==> src/rtl/lane_scheduler_if.sv <==
// Requester/serial-output bundle for lane_scheduler; the scheduler takes the slave side.
interface lane_scheduler_if;
  logic [7:0] Entrada0;
  logic [7:0] Entrada1;
  logic [7:0] Entrada2;
  logic [7:0] Entrada3;
  logic       validEntrada0;
  logic       validEntrada1;
  logic       validEntrada2;
  logic       validEntrada3;
  logic [3:0] lane_en;
  logic       retrain;
  logic [3:0] pop;
  logic [7:0] data_out;
  logic       valid_out;
  logic [1:0] grant_id;
  logic       active;
  logic       state_dbg;

  // Handshake: a byte on Entrada<i> is offered while validEntrada<i> is high and
  // is consumed at the rising edge where pop[i] is high; that byte appears on
  // data_out with valid_out=1 in the following cycle. valid_out has no ready.
  modport master (
    output Entrada0, Entrada1, Entrada2, Entrada3,
    output validEntrada0, validEntrada1, validEntrada2, validEntrada3,
    output lane_en, retrain,
    input  pop, data_out, valid_out, grant_id, active, state_dbg
  );

  modport slave (
    input  Entrada0, Entrada1, Entrada2, Entrada3,
    input  validEntrada0, validEntrada1, validEntrada2, validEntrada3,
    input  lane_en, retrain,
    output pop, data_out, valid_out, grant_id, active, state_dbg
  );
endinterface

==> src/rtl/lane_scheduler.sv <==
// Four-lane round-robin serialiser with a comma-based training prologue.
module lane_scheduler #(
  parameter int         TRAIN_LEN = 4,
  parameter logic [7:0] COMMA     = 8'hBC
) (
  input  logic           clk_4f,
  input  logic           reset,
  lane_scheduler_if.slave bus
);

  typedef enum logic {TRAIN = 1'b0, ACTIVE = 1'b1} state_t;

  state_t     state;
  logic [3:0] cnt;
  logic [1:0] ptr;
  logic [7:0] data_q;
  logic       valid_q;
  logic [1:0] grant_q;
  logic       active_q;

  logic [3:0] req;
  logic [1:0] winner;
  logic [1:0] idx;
  logic       any_req;
  logic       grant;
  logic [7:0] win_data;

  always_comb begin
    req = {bus.validEntrada3 & bus.lane_en[3], bus.validEntrada2 & bus.lane_en[2],
           bus.validEntrada1 & bus.lane_en[1], bus.validEntrada0 & bus.lane_en[0]};
    winner  = ptr;
    any_req = 1'b0;
    idx     = ptr;
    // Scan from the far end so the nearest requester to ptr is assigned last.
    for (int k = 3; k >= 0; k--) begin
      idx = ptr + 2'(k);
      if (req[idx]) begin
        winner  = idx;
        any_req = 1'b1;
      end
    end
  end

  assign grant   = reset && (state == ACTIVE) && !bus.retrain && any_req;
  assign bus.pop = grant ? (4'b0001 << winner) : 4'b0000;

  always_comb begin
    case (winner)
      2'd0:    win_data = bus.Entrada0;
      2'd1:    win_data = bus.Entrada1;
      2'd2:    win_data = bus.Entrada2;
      default: win_data = bus.Entrada3;
    endcase
  end

  always_ff @(posedge clk_4f) begin
    if (!reset) begin
      state    <= TRAIN;
      cnt      <= 4'd0;
      ptr      <= 2'd0;
      data_q   <= 8'h00;
      valid_q  <= 1'b0;
      grant_q  <= 2'd0;
      active_q <= 1'b0;
    end else begin
      case (state)
        TRAIN: begin
          data_q  <= COMMA;
          valid_q <= 1'b0;
          if (bus.retrain) begin
            cnt <= 4'd0;
          end else if (cnt >= 4'(TRAIN_LEN - 1)) begin
            // >= keeps TRAIN_LEN=1 from wrapping after a retrain that preloads cnt=1.
            state    <= ACTIVE;
            active_q <= 1'b1;
            cnt      <= 4'd0;
          end else begin
            cnt <= cnt + 4'd1;
          end
        end
        ACTIVE: begin
          if (bus.retrain) begin
            // The retrain edge itself is the first comma of the new sequence.
            state    <= TRAIN;
            active_q <= 1'b0;
            cnt      <= 4'd1;
            data_q   <= COMMA;
            valid_q  <= 1'b0;
          end else if (grant) begin
            data_q  <= win_data;
            valid_q <= 1'b1;
            grant_q <= winner;
            ptr     <= winner + 2'd1;
          end else begin
            data_q  <= COMMA;
            valid_q <= 1'b0;
          end
        end
        default: state <= TRAIN;
      endcase
    end
  end

  assign bus.data_out  = data_q;
  assign bus.valid_out = valid_q;
  assign bus.grant_id  = grant_q;
  assign bus.active    = active_q;
  assign bus.state_dbg = state;

endmodule
==> src/flat_wrapper.sv <==
// flat-port wrapper written by rule: the top's interface ports become plain ports
module lane_scheduler_flat 
#(
  parameter int         TRAIN_LEN = 4,
  parameter logic [7:0] COMMA     = 8'hBC
)
  (clk_4f, reset, bus_Entrada0, bus_Entrada1, bus_Entrada2, bus_Entrada3, bus_validEntrada0, bus_validEntrada1, bus_validEntrada2, bus_validEntrada3, bus_lane_en, bus_retrain, bus_pop, bus_data_out, bus_valid_out, bus_grant_id, bus_active, bus_state_dbg);
  lane_scheduler_if bus_i ();
  input  logic clk_4f;
  input  logic reset;
  input wire logic [$bits(bus_i.Entrada0)-1:0] bus_Entrada0;
  input wire logic [$bits(bus_i.Entrada1)-1:0] bus_Entrada1;
  input wire logic [$bits(bus_i.Entrada2)-1:0] bus_Entrada2;
  input wire logic [$bits(bus_i.Entrada3)-1:0] bus_Entrada3;
  input wire logic [$bits(bus_i.validEntrada0)-1:0] bus_validEntrada0;
  input wire logic [$bits(bus_i.validEntrada1)-1:0] bus_validEntrada1;
  input wire logic [$bits(bus_i.validEntrada2)-1:0] bus_validEntrada2;
  input wire logic [$bits(bus_i.validEntrada3)-1:0] bus_validEntrada3;
  input wire logic [$bits(bus_i.lane_en)-1:0] bus_lane_en;
  input wire logic [$bits(bus_i.retrain)-1:0] bus_retrain;
  output wire logic [$bits(bus_i.pop)-1:0] bus_pop;
  output wire logic [$bits(bus_i.data_out)-1:0] bus_data_out;
  output wire logic [$bits(bus_i.valid_out)-1:0] bus_valid_out;
  output wire logic [$bits(bus_i.grant_id)-1:0] bus_grant_id;
  output wire logic [$bits(bus_i.active)-1:0] bus_active;
  output wire logic [$bits(bus_i.state_dbg)-1:0] bus_state_dbg;
  assign bus_i.Entrada0 = bus_Entrada0;
  assign bus_i.Entrada1 = bus_Entrada1;
  assign bus_i.Entrada2 = bus_Entrada2;
  assign bus_i.Entrada3 = bus_Entrada3;
  assign bus_i.validEntrada0 = bus_validEntrada0;
  assign bus_i.validEntrada1 = bus_validEntrada1;
  assign bus_i.validEntrada2 = bus_validEntrada2;
  assign bus_i.validEntrada3 = bus_validEntrada3;
  assign bus_i.lane_en = bus_lane_en;
  assign bus_i.retrain = bus_retrain;
  assign bus_pop = bus_i.pop;
  assign bus_data_out = bus_i.data_out;
  assign bus_valid_out = bus_i.valid_out;
  assign bus_grant_id = bus_i.grant_id;
  assign bus_active = bus_i.active;
  assign bus_state_dbg = bus_i.state_dbg;
  lane_scheduler #(.TRAIN_LEN(TRAIN_LEN), .COMMA(COMMA)) u_core (.clk_4f(clk_4f), .reset(reset), .bus(bus_i));
endmodule
==> config.mk <==
export PLATFORM = sky130hd
export DESIGN_NAME = lane_scheduler_flat
export DESIGN_NICKNAME = d
export VERILOG_FILES = /design/src/rtl/lane_scheduler_if.sv /design/src/rtl/lane_scheduler.sv /design/src/flat_wrapper.sv
export SDC_FILE = /design/constraint.sdc
export NUM_CORES = 1
export LEC_CHECK = 0
export CAP_MARGIN = 15
export CORE_MARGIN = 2
export CORE_UTILIZATION = 39
export CTS_BUF_LIST = sky130_fd_sc_hd__clkbuf_8
export DETAILED_ROUTE_END_ITERATION = 8
export GPL_ROUTABILITY_DRIVEN = 0
export GPL_TIMING_DRIVEN = 0
export PLACE_DENSITY = 0.82
export SETUP_SLACK_MARGIN = 0.3
export SLEW_MARGIN = 20
export SYNTH_ARGS = -nofsm -noshare
export SYNTH_HDL_FRONTEND = slang
export SYNTH_SLANG_ARGS = --single-unit
==> constraint.sdc <==
create_clock -name clk_4f -period 2.79 [get_ports clk_4f]
set_input_delay 0.558 -clock clk_4f [delete_from_list [all_inputs] [get_ports clk_4f]]
set_output_delay 0.558 -clock clk_4f [all_outputs]
set_load 0.1 [all_outputs]
==> implementation parameters <==
Parameter                              Value

Clock network
  CTS Buf Count    3
  Clock tree from TritonCTS    yes
  Buffers from clock root to sink, at most    2
  Number of sinks on the clock net    19
  Number of levels the H-tree was split into    1
  Clock network latency to the later pin of the worst-skew pair    270 ps
  Root buf cell    clkbuf_8
  Reg clk slew, reported paths    about 70 ps

Worst hold path
  Path class of the lowest-slack min-delay path    reg2reg

Placement
  Placed cell count    203
  Port-buffer cells    59
  Detailed placer's ending HPWL    2.24 mm

Synth
  Yosys cell types    32
  Mux cell area share after synthesis    0.0189
  Average size of a mapped cell    9.27 µm²
  Area share of fa/ha/maj cells after synthesis    0.0710
  Synthesized-area fraction occupied by xor and xnor cells    0
  Dominant register cell in the synthesized netlist    dfxtp_1
  Mapped Cells    between 100 and 150
  Mapped cell area    1060 µm²
  Area fraction in compound gates after synthesis    0.279
  Share of flip-flops with an asynchronous set or reset after synthesis    0
  Sequential area share after synthesis    0.360
  Largest family of logic cells by synthesized area    compound AO/OA/AOI/OAI gates
  #FFs+latches synth    19
  Count of synthesis-stage warnings from yosys    0
  Post-Synth Simple-Gate Area    0.221
  Net count of the mapped netlist    roughly 160
  Number of synthesized flops with an enable pin    0

Floorplan
  Die outline area    about 3100 µm²
  Ports placed on the boundary    60
  Core outline area    between 2000 and 3000 µm²
  Chip Height    roughly 56 µm
  Number of core rows    18
  Die Width    roughly 56 µm
  Initial standard-cell utilization of the core    0.419

STA
  Unrepaired setup endpoints after global routing    true
  Transition at the pin with the smallest max-transition slack    approximately 1000 ps
  Max Transition Viols Final    0
  Min Tclk post-route    2540 ps
  Fin crit share    0.912
  Hold violation count in the final report    0
  Worst clock skew    6.57 ps
  Upper clock frequency limit    approximately 0.4 GHz
  Max_slew headroom    0.335
  Finish-stage setup viols    0

Global routing
  Global-route wire length before repair    5.88 mm
  Vias in the first global route    around 1300
  Maximum number of pins on one net before global-route repair    12
  GRT Overall Usage    0.239
  Global route overflow    0
  Initial antenna violation count    0

Routing
  Final routed wire length divided by cell count    about 19 µm
  Antenna viol nets, final    0
  Number of design-rule violations left by the first detailed-router iteration    67
  Total routed wirelength    about 4.4 mm
  Remaining DRCs    0
  Average vias per placed instance    ~5.5
  Total via count after detailed routing    around 1300
  Number of detailed-routing iterations run before antenna repair    4

Power and ir drop
  Reported leakage power    roughly 0.94 nW
  Areal power density over the cells    346 nW/µm²
  Overall power after layout    0.761 mW
  VDD IR-drop max    ~0.37 mV

Worst setup path
  Startpoint class of the critical path    input pin
  Critical Path AT    between 1500 and 2000 ps
  Buffer and inverter count on the worst path    5
  Element type at the critical path end    output pin
  Top fanout value on the critical path    3
  Critical path class    in2out
  Worst stage delay on the critical path    approximately 230 ps
  Critical Path RT    approximately 2200 ps
  Critical Path Most Common Cell    and2_4
  Cells along the critical path    buf_4, and2_4, o221ai_4, a32oi_4, inv_2, buf_6, ha_4, buf_8, and2_4, buf_12
  Critical Path Slowest Stage Cell    a32oi_4
  CP top delay family    buffers and inverters

Final layout
  Non-filler cells, final    237
  Fraction of the core area covered by cells at the end of the flow    0.873
  Net count reported at finish    ~260
  Number of fillers in the final layout    about 120
  Area Overhead vs Synth    108%
  Share of final-layout standard cells stronger than drive strength 1    0.401
  Commonest non-fill, non-tap cells in the layout    45 x clkdlybuf4s50_1, 28 x buf_4, 16 x dfxtp_1
  Diodes inserted    0
  Most common cell after layout, fill and taps aside    clkdlybuf4s50_1

Flow run
  MaxCap Viol Count    0

Run status
  Status    completed
kinds of logic (layout without fill, tap and decap cells):
family / after synthesis / in the layout
AOI/OAI and AO/OA: 36 / 36
adders and majority gates: 6 / 6
DFF: 19 / 19
and+or+nand+nor: 41 / 41
buffers and inverters: 10 / 103
muxes: 2 / 2
flip-flops by register name, indices dropped and copies added, names as in the netlist:
signal                flops
u_core.bus.state_dbg      1
u_core.ptr                2
u_core.cnt                4
u_core.bus.valid_out      1
u_core.bus.grant_id       2
u_core.bus.data_out       8
u_core.bus.active         1
metrics by stage:
stage	area (µm²)	worst slack (ps)	setup TNS, ps	hold slack [ps]
after CTS	2050	291	0	483
after global placement	1690	-1230	-5010	460
after global routing	2200	197	0	542
final	2200	245	0	521
after detailed placement	1690	-1310	-5800	468
after floorplan	1060	269	0	461
Yosys cell counts (2+ instances only):
library cell | count | area share
a222oi_1 | 8 | 0.076
nor2b_1 | 2 | 0.012
mux2i_1 | 2 | 0.019
inv_1 | 2 | 0.0071
clkbuf_1 | 5 | 0.018
a21boi_0 | 6 | 0.043
buf_6 | 2 | 0.021
and3_2 | 2 | 0.014
o221ai_1 | 2 | 0.017
nand2_1 | 16 | 0.057
ha_1 | 6 | 0.071
and2_1 | 3 | 0.018
dfxtp_1 | 19 | 0.36
o21ai_0 | 11 | 0.052
a21oi_1 | 2 | 0.0095
o211a_1 | 2 | 0.019
nor2_1 | 5 | 0.018
and2_2 | 5 | 0.036
final timing paths:
check                               from                      to  slack, ps  cells past startpoint
setup / recovery          bus_lane_en[1]              bus_pop[0]        250                     10
hold reg to reg   u_core.bus.grant_id[0]  u_core.bus.grant_id[0]        520                      2
setup reg to reg           u_core.ptr[0]  u_core.bus.grant_id[0]        330                     15
hold / removal    u_core.bus.grant_id[0]  u_core.bus.grant_id[0]        520                      2
metal layers:
layer | track usage | vias to the layer above | routed length, µm
li1 | - | 605 | -
met1 | 0.266 | 619 | 1730
met2 | 0.430 | 67 | 2320
met3 | 0.0628 | 13 | 275
met4 | 0.0918 | 0 | 116
met5 | 0 | - | 0
final cells by class:
cell class                 count  area [µm²]  area share
sequential                    19         387       0.176
inverter                       3        11.3     0.00512
clock buffer                   3        41.3      0.0188
clock inverter                 1        5.00     0.00227
tap                           30        37.5      0.0171
timing repair buffer          89         875       0.397
multi-input combinational     85         769       0.350
buffer                         7        75.1      0.0341
power breakdown:
| part | switching [mW] | internal, mW |
|---|---|---|
| registers | 0.00250 | 0.276 |
| clock network | 0.107 | 0.100 |
| logic | 0.126 | 0.150 |
worst register-to-register path, cell delays in order, from the launching register on:
cell     delay [ps]
dfxtp_4         440
nand3_4          90
a32oi_4         290
inv_2           120
buf_6           130
buf_6           100
buf_4           120
buf_4           120
buf_4           120
buf_4           120
buf_4           120
buf_4           120
buf_4           120
buf_4           120
buf_4           120
mux2i_1         140
repair_timing:
item	4_1_cts	5_1_grt
gates resized for setup	99	25
pin swaps	12	12
setup endpoints to repair	12	5
hold buffers	0	0
setup buffers	25	5
Power figures use the tool's default switching activity.
==> RTL change, RTL diff (same settings) <==
Reset style: asynchronous (`reset`), changed in one clocked block.
--- a/src/rtl/lane_scheduler.sv
+++ b/src/rtl/lane_scheduler.sv
@@ -53,7 +53,7 @@
     endcase
   end
 
-  always_ff @(posedge clk_4f) begin
+  always_ff @(posedge clk_4f or negedge reset) begin
     if (!reset) begin
       state    <= TRAIN;
       cnt      <= 4'd0;
Check against the original RTL: differs if reset is asserted again (counterexample within 4 cycles, from zero or initial values and one cycle with reset low); with reset held inactive, the same outputs for 10 cycles.
==> RTL change against the unedited design <==
Die area rose by 0.11%; count of clock-buffer cells in the layout did not move; global-route usage shrank 1.0 points; via count down 9.2%; synthesized area increased by 0.12%; worst setup slack got worse by 0.089 ns; sequential cell count is the same; design area shrank 8.8%; register-to-register slack better by 0.12 ns; critical path depth decreased by 1; final cell count decreased by 11%; routed wire length is 21% lower; critical endpoint is now bus_pop[2].
Power is not compared: it rests on default switching activity, and its combinational part moved more than twofold at a synthesized area within 25%.
==> RTL change: results (changes against the unedited design) <==
- Seq/Total Area, Yosys: 44.9% (+8.9 points)
- Adder-Cell Fraction of Synth Area: 7.09% (-0.0084 points)
- Storage element area: 478 sq um (+24%)
- Non-clock buffer count: 75 (-22%)
- Clock Network Area Fraction: 2.24% (+0.14 points)
- Status: complete, no violations
- R2R Setup Slk: 0.45 ns (+0.12 ns)
- Top cells by count, synth: nand2_1, dfrtp_1, a222oi_1
- Clock skew: 0.00507 ns (-0.00150 ns)
- Met1 Use GR: 23.8% (-2.8 points)
- Post-Synthesis Mean Instance Area: 9.80 sq um (+5.7%)
- Routed wire per std cell: 16.6 microns (-11%)
- Met2 WL post-DR: 1840 microns (-21%)
- Share of layout cells above drive strength 1: 30.9% (-9.2 points)
- Routed met3 length: 276 microns (+0.36%)
- Synth cell types: 29 (-9.4%)
- Min-delay worst type: in2async
- Post-route cell area: 0.00201 sq mm (-8.8%)
- Placed cell area: 0.00170 sq mm (+0.37%)
- Inverter count: 7 (+4)
- Number of global-route vias before repair: 1,275 (+0.55%)
- Ranking of synthesized cells by area: dfrtp_1, a222oi_1, ha_1, nand2_1, and2_1
- Area of the multi-input gates: 637 sq um (-17%)
- Nets: 231 (-10%)
- Setup WS pre-CTS: -1.47 ns (-0.162 ns)
- Critical Path AT: 2.08 ns (+0.09 ns)
- Slew headroom: 34.9% (+1.5 points)
- M2 GR Usage: 42.7% (-0.34 points)
==> RTL change: changes by cell type in the layout (fill, tap and decap cells not counted), sizes merged, moves of 3 or more <==
cell,change
a21boi,-6
buf,-24
clkdlybuf4s15,+4
dfrtp,+19
dfxtp,-19
inv,+5
nand2,+3
o21ai,-3
==> RTL change: worst max-delay path, cell delays in order <==
cell and delay [ns]:
buf_8 0.11, a221oi_4 0.31, a41oi_2 0.07, a22oi_2 0.31
inv_2 0.11, ha_4 0.18, clkbuf_8 0.13, and2_4 0.14
buf_12 0.16
==> RTL change: worst max-delay path by stage <==
stage / startpoint / endpoint / slack [ns] / cells after the start
after floorplan: bus_validEntrada3 / bus_pop[1] / 0.24 / 6
after global placement: bus_validEntrada3 / bus_pop[1] / -1.35 / 8
after detailed placement: bus_validEntrada3 / bus_pop[1] / -1.47 / 8
after CTS: bus_lane_en[3] / bus_pop[0] / 0.25 / 9
after global routing: bus_validEntrada3 / bus_pop[0] / 0.1 / 9
final: bus_validEntrada3 / bus_pop[2] / 0.16 / 9
